--- src/rtl/mesi_pkg.sv ---
// Shared MESI definitions: listener state codes, snoop event one-hots, bus op codes.
// Ports: none (package only).
// Helper op_event maps a snooped bus op to the listener event it raises on a hit.
package mesi_pkg;

  // Listener line states
  localparam logic [2:0] ST_I = 3'b001;
  localparam logic [2:0] ST_S = 3'b010;
  localparam logic [2:0] ST_E = 3'b011;
  localparam logic [2:0] ST_M = 3'b100;

  // CPU_event one-hots {inv,wh,wm,rh,rm}
  localparam logic [4:0] EV_RM  = 5'b00001;
  localparam logic [4:0] EV_RH  = 5'b00010;
  localparam logic [4:0] EV_WM  = 5'b00100;
  localparam logic [4:0] EV_WH  = 5'b01000;
  localparam logic [4:0] EV_INV = 5'b10000;

  // Shared-bus op codes
  localparam logic [1:0] OP_NONE = 2'b00;
  localparam logic [1:0] OP_RD   = 2'b01;
  localparam logic [1:0] OP_WR   = 2'b10;
  localparam logic [1:0] OP_INV  = 2'b11;

  // Remote read/write appear to the listener as its own miss events.
  function automatic logic [4:0] op_event(input logic [1:0] op);
    case (op)
      OP_RD:   return EV_RM;
      OP_WR:   return EV_WM;
      OP_INV:  return EV_INV;
      default: return 5'b00000;
    endcase
  endfunction

endpackage

--- src/rtl/snoop_fifo.sv ---
// Snoop queue: DEPTH-entry FIFO with wrap-around pointers (one extra lap bit).
// Ports: CLK/CLR, push/push_dat, pop/pop_dat (head, valid when !empty), full, empty.
// Push while full and pop while empty are ignored; simultaneous push+pop is allowed.
module snoop_fifo #(
  parameter int DEPTH = 4,
  parameter int W     = 18
) (
  input  logic         CLK,
  input  logic         CLR,
  input  logic         push,
  input  logic [W-1:0] push_dat,
  input  logic         pop,
  output logic [W-1:0] pop_dat,
  output logic         full,
  output logic         empty
);

  localparam int AW = $clog2(DEPTH);

  logic [W-1:0] mem [DEPTH];
  logic [AW:0]  wr_ptr;
  logic [AW:0]  rd_ptr;

  // Same index, different lap bit => writer is one full lap ahead.
  assign empty   = (wr_ptr == rd_ptr);
  assign full    = (wr_ptr[AW] != rd_ptr[AW]) && (wr_ptr[AW-1:0] == rd_ptr[AW-1:0]);
  assign pop_dat = mem[rd_ptr[AW-1:0]];

  always_ff @(posedge CLK or negedge CLR) begin
    if (!CLR) begin
      wr_ptr <= '0;
      rd_ptr <= '0;
    end else begin
      if (push && !full)  wr_ptr <= wr_ptr + (AW+1)'(1);
      if (pop  && !empty) rd_ptr <= rd_ptr + (AW+1)'(1);
    end
  end

  always_ff @(posedge CLK) begin
    if (push && !full) mem[wr_ptr[AW-1:0]] <= push_dat;
  end

endmodule

--- src/rtl/snoop_event_gen.sv ---
// Snoop event generator: queues remote bus transactions, tag-checks them against the
// local line and emits one-cycle CPU_event/Controle pulses to the MESI listener.
// Ports: bus_* (valid/ready in), line_tag/line_state/wb_done (listener side),
// Controle/CPU_event (event out), busy, hit_cnt, wb_err (status).
module snoop_event_gen #(
  parameter int ADDR_W     = 16,
  parameter int TAG_W      = 10,
  parameter int ID_W       = 2,
  parameter int CORE_ID    = 0,
  parameter int FIFO_DEPTH = 4,
  parameter int WB_TIMEOUT = 63
) (
  input  logic              CLK,
  input  logic              CLR,
  input  logic              bus_valid,
  output logic              bus_ready,
  input  logic [1:0]        bus_op,
  input  logic [ADDR_W-1:0] bus_addr,
  input  logic [ID_W-1:0]   bus_src,
  input  logic [TAG_W-1:0]  line_tag,
  input  logic [2:0]        line_state,
  input  logic              wb_done,
  output logic              Controle,
  output logic [4:0]        CPU_event,
  output logic              busy,
  output logic [15:0]       hit_cnt,
  output logic              wb_err
);
  import mesi_pkg::*;

  localparam logic [1:0] S_IDLE    = 2'd0;
  localparam logic [1:0] S_LOOKUP  = 2'd1;
  localparam logic [1:0] S_ISSUE   = 2'd2;
  localparam logic [1:0] S_WB_WAIT = 2'd3;

  localparam int PW    = ADDR_W + 2;
  localparam int WB_CW = $clog2(WB_TIMEOUT + 1);

  logic [1:0]       state;
  logic [1:0]       hold_op;
  logic [TAG_W-1:0] hold_tag;
  logic             wb_need;
  logic [WB_CW-1:0] wb_cnt;

  logic             fifo_full;
  logic             fifo_empty;
  logic             push;
  logic             pop;
  logic [PW-1:0]    head;
  logic             hit;
  logic             unused_head_lo;

  // No bypass: ready depends only on occupancy, never on a same-cycle pop.
  assign bus_ready = CLR & ~fifo_full;
  // Own-core and no-op transactions complete the handshake but are dropped.
  assign push = bus_valid & bus_ready & (bus_op != OP_NONE) & (bus_src != ID_W'(CORE_ID));
  // Only IDLE pops, so WB_WAIT naturally blocks the queue.
  assign pop  = (state == S_IDLE) & ~fifo_empty;
  assign busy = (state != S_IDLE) | ~fifo_empty;
  assign hit  = (hold_tag == line_tag) && (line_state != ST_I);

  // Only the tag part of the address takes part in the compare.
  assign unused_head_lo = ^head[ADDR_W-TAG_W-1:0];

  snoop_fifo #(
    .DEPTH (FIFO_DEPTH),
    .W     (PW)
  ) u_fifo (
    .CLK      (CLK),
    .CLR      (CLR),
    .push     (push),
    .push_dat ({bus_op, bus_addr}),
    .pop      (pop),
    .pop_dat  (head),
    .full     (fifo_full),
    .empty    (fifo_empty)
  );

  always_ff @(posedge CLK or negedge CLR) begin
    if (!CLR) begin
      state     <= S_IDLE;
      hold_op   <= OP_NONE;
      hold_tag  <= '0;
      wb_need   <= 1'b0;
      wb_cnt    <= '0;
      Controle  <= 1'b1;
      CPU_event <= 5'b00000;
      hit_cnt   <= 16'h0000;
      wb_err    <= 1'b0;
    end else begin
      case (state)
        S_IDLE: begin
          if (!fifo_empty) begin
            hold_op  <= head[PW-1 -: 2];
            hold_tag <= head[ADDR_W-1 -: TAG_W];
            state    <= S_LOOKUP;
          end
        end
        S_LOOKUP: begin
          if (hit) begin
            Controle  <= 1'b0;
            CPU_event <= op_event(hold_op);
            // Losing a Modified line to a remote read/write forces a write-back;
            // an invalidate is never issued against a Modified owner.
            wb_need   <= (line_state == ST_M) && (hold_op != OP_INV);
            state     <= S_ISSUE;
          end else begin
            state <= S_IDLE;
          end
        end
        S_ISSUE: begin
          Controle  <= 1'b1;
          CPU_event <= 5'b00000;
          if (hit_cnt != 16'hFFFF) hit_cnt <= hit_cnt + 16'd1;
          wb_cnt    <= '0;
          state     <= wb_need ? S_WB_WAIT : S_IDLE;
        end
        S_WB_WAIT: begin
          if (wb_done) begin
            state <= S_IDLE;
          end else if (wb_cnt == WB_CW'(WB_TIMEOUT - 1)) begin
            // WB_TIMEOUT cycles spent here without completion.
            wb_err <= 1'b1;
            state  <= S_IDLE;
          end else begin
            wb_cnt <= wb_cnt + WB_CW'(1);
          end
        end
        default: state <= S_IDLE;
      endcase
    end
  end

endmodule

--- config.mk ---
export PLATFORM = sky130hd
export DESIGN_NAME = snoop_event_gen
export DESIGN_NICKNAME = d
export VERILOG_FILES = /design/src/rtl/mesi_pkg.sv /design/src/rtl/snoop_fifo.sv /design/src/rtl/snoop_event_gen.sv
export SDC_FILE = /design/constraint.sdc
export NUM_CORES = 1
export LEC_CHECK = 0
export CORE_MARGIN = 5
export CORE_UTILIZATION = 35
export CTS_BUF_LIST = sky130_fd_sc_hd__clkbuf_4
export CTS_CLUSTER_DIAMETER = 50
export CTS_CLUSTER_SIZE = 28
export DETAILED_ROUTE_END_ITERATION = 10
export GPL_ROUTABILITY_DRIVEN = 0
export PLACE_DENSITY = 0.61
export SLEW_MARGIN = 20
export SYNTH_ARGS = -nofsm -noshare
export SYNTH_HDL_FRONTEND = slang
export SYNTH_HIERARCHICAL = 1
export SYNTH_SLANG_ARGS = --single-unit
--- constraint.sdc ---
create_clock -name CLK -period 2.25 [get_ports CLK]
set_input_delay 0.5625 -clock CLK [delete_from_list [all_inputs] [get_ports CLK]]
set_output_delay 0.5625 -clock CLK [all_outputs]
set_load 0.05 [all_outputs]
==> impl_metrics.ini <==
[cells_and_area]
postLayoutCoreUtil_pct = 45.84
num_antenna_cells = 0
areaGrowthSynthToFinish_pct = 27.03
final_area_um2 = 5552
nets = 435
drive_above_1_share_pct = 25.06
fillers = 1118

[clock_network]
root_buffer = clkbuf_4
h-tree-depth = 3
clock_path_buffers = 2
cts_sinks = 96
clk_latency_ns = 0.45
cts_buffers = 9
cts.hold.buffers_added = 0
cts_tree = built
clk_pin_slew_ns = 0.16

[worst_setup_path]
worstPathRequired_ns = 1.69
crit_family = buffers and inverters
start_kind = flop
cp.depth = 7
critPathMaxStageDelay_ns = 0.44
cp-end-kind = primary output
endpoint = bus_ready
arrival_ns = 1.74
critPathSlowestCell = dfrtp_2
worst-setup-path-type = reg2out
timing.rr.end = u_fifo/mem[3][11]
critPathMostFrequentCell = buf_12
worst-path-buf-inv = 4
crit_chain = buf_4, buf_12, xnor2_4, nand3_2, inv_2, nor2b_4, buf_12
critPathLaunch = u_fifo/rd_ptr[1]
worst-r2r-setup-slack_ns = 0.09
r2r_cells = 12
r2r_start = u_fifo/rd_ptr[1]
critPathMaxFanout = 4

[power]
p_int_mw = 3.537
power_leakage_nw = 2.262
cellPowerDensity_nw_per_um2 = 987.2
swShare_pct = 35.47
switchingPower_mw = 1.944
vdd_drop_max_uv = 527.9
finalPower_mw = 5.480
pwr-share-clk_pct = 15.3
p_comb_share_pct = 41.4
seqPwrFrac_pct = 43.3

[grt]
grt_pass1_vias = 2744
overflow = 0
antenna_found_initial = 0
grt_max_degree = 49
grt_pass1_wl_um = 14520
grtUsageTotal_pct = 12.70

[die]
num_rows = 40
die_x_um = 121.7
core_area_um2 = 12110
ioPinCount = 62
die_h_um = 121.7
start_util_pct = 36.08
die_area_um2 = 14820

[drt]
top_layer = met4
dr.first_iter.drc_count = 165
ant_nets = 0
first_pass_iters = 4
post-route-drc-count = 0
met3_length_um = 494
routed_wl_um = 8872
wl_met2_um = 4324
m1WireLength_um = 3944
via_per_inst = 4.879
vias = 2747
wire_per_inst_um = 15.76

[place]
dpl_cell_area_um2 = 5285
portBuffers = 53
dp_hpwl_um = 6379

[sta]
grt_setup_unrepaired = yes
period_needed_ns = 2.298
finalCritPeriodShare_pct = 102.1
finalSetupViolCount = 2
clock_skew_ns = 0.02238
worstMarginPinSlew_ns = 0.6294
slew_viol_final = 0
fin_ws_ns = -0.04754
max_freq_ghz = 0.4352
hold_viol_final = 0
maxSlewHeadroom_pct = 58.04

[job]
maxCapViolations = 0

[synth]
synth_cells = 309
ys_warn_count = 6
synthesis.area_um2 = 4370
syn_area_per_cell_um2 = 14.14

[status]
status = finished, violations left
violations = setup timing

[min_path]
worstHoldPathType = in2async
## worst min path at each step
stage	slack, ns	to
finish	0.26	wb_cnt[4]
global route	0.31	wb_cnt[2]
CTS	0.27	u_fifo/rd_ptr[0]
detailed placement	0.48	wb_err
global placement	0.47	wb_err
floorplan	0.27	CPU_event[0]
## sequential cells by signal (all words and copies together) (netlist names)
name and flops:
state 2, Controle 1, wb_cnt 6, wb_err 1
u_fifo/rd_ptr 3, u_fifo/mem 48, hit_cnt 16, hold_tag 10
u_fifo/wr_ptr 3, CPU_event 3, wb_need 1, hold_op 2
## per-stage QoR
step                 TNS, ns  hold slack, ns  worst slack, ns  instances
finish              -0.08196          0.2646         -0.04754        563
global route         -0.4092          0.3135          -0.1594        563
CTS                  -0.2261          0.2668          -0.1418        558
detailed placement         0          0.4768          0.03555        539
global placement           0          0.4668          0.04444        539
floorplan                  0          0.2669         0.002180        310
## layout make-up
class / instances / area [um^2] / share of cell area, %
tap: 168 / 210.2 / 3.786
timing repair buffer: 81 / 800.8 / 14.42
clock inverter: 7 / 52.55 / 0.9466
clock buffer: 9 / 67.56 / 1.217
sequential: 96 / 2650 / 47.73
multi-input combinational: 191 / 1729 / 31.15
inverter: 11 / 41.29 / 0.7437
## power groups by stage
| stage | logic, mW | registers (mW) | clock network, mW |
|---|---|---|---|
| finish | 2.27 | 2.37 | 0.838 |
| floorplan | 1.40 | 2.42 | 0 |
| global route | 2.48 | 2.42 | 0.950 |
| CTS | 2.16 | 2.37 | 0.873 |
| global placement | 2.00 | 2.40 | 0 |
| detailed placement | 2.03 | 2.41 | 0 |
## placed cells by master, fill, tap and decap left out, types with 9 or more instances in the layout
| cell type | count |
|---|---|
| edfxtp_1 | 48 |
| dfrtp_1 | 42 |
| clkdlybuf4s50_1 | 29 |
| buf_4 | 22 |
| xor2_1 | 19 |
| dlygate4sd2_1 | 18 |
| nand2_1 | 14 |
| mux2_2 | 13 |
| inv_1 | 10 |
| nand3_1 | 10 |
| mux4_2 | 10 |
| clkbuf_4 | 9 |
## routing by layer
metal  global-route usage (%)  vias to the layer above
met2                    20.86                       74
met1                    16.45                     1342
met3                    3.668                       11
met5                        0                        -
li1                         -                     1320
met4                    3.571                        0
## repair_timing
action | in CTS | in global routing
endpoints found under the setup margin | 20 | 4
gates resized for setup | 26 | 12
hold endpoints to repair | 0 | 0
setup buffers | 3 | 5
pin swaps | 1 | 2
Note: power is estimated with default switching activity, not from simulation.
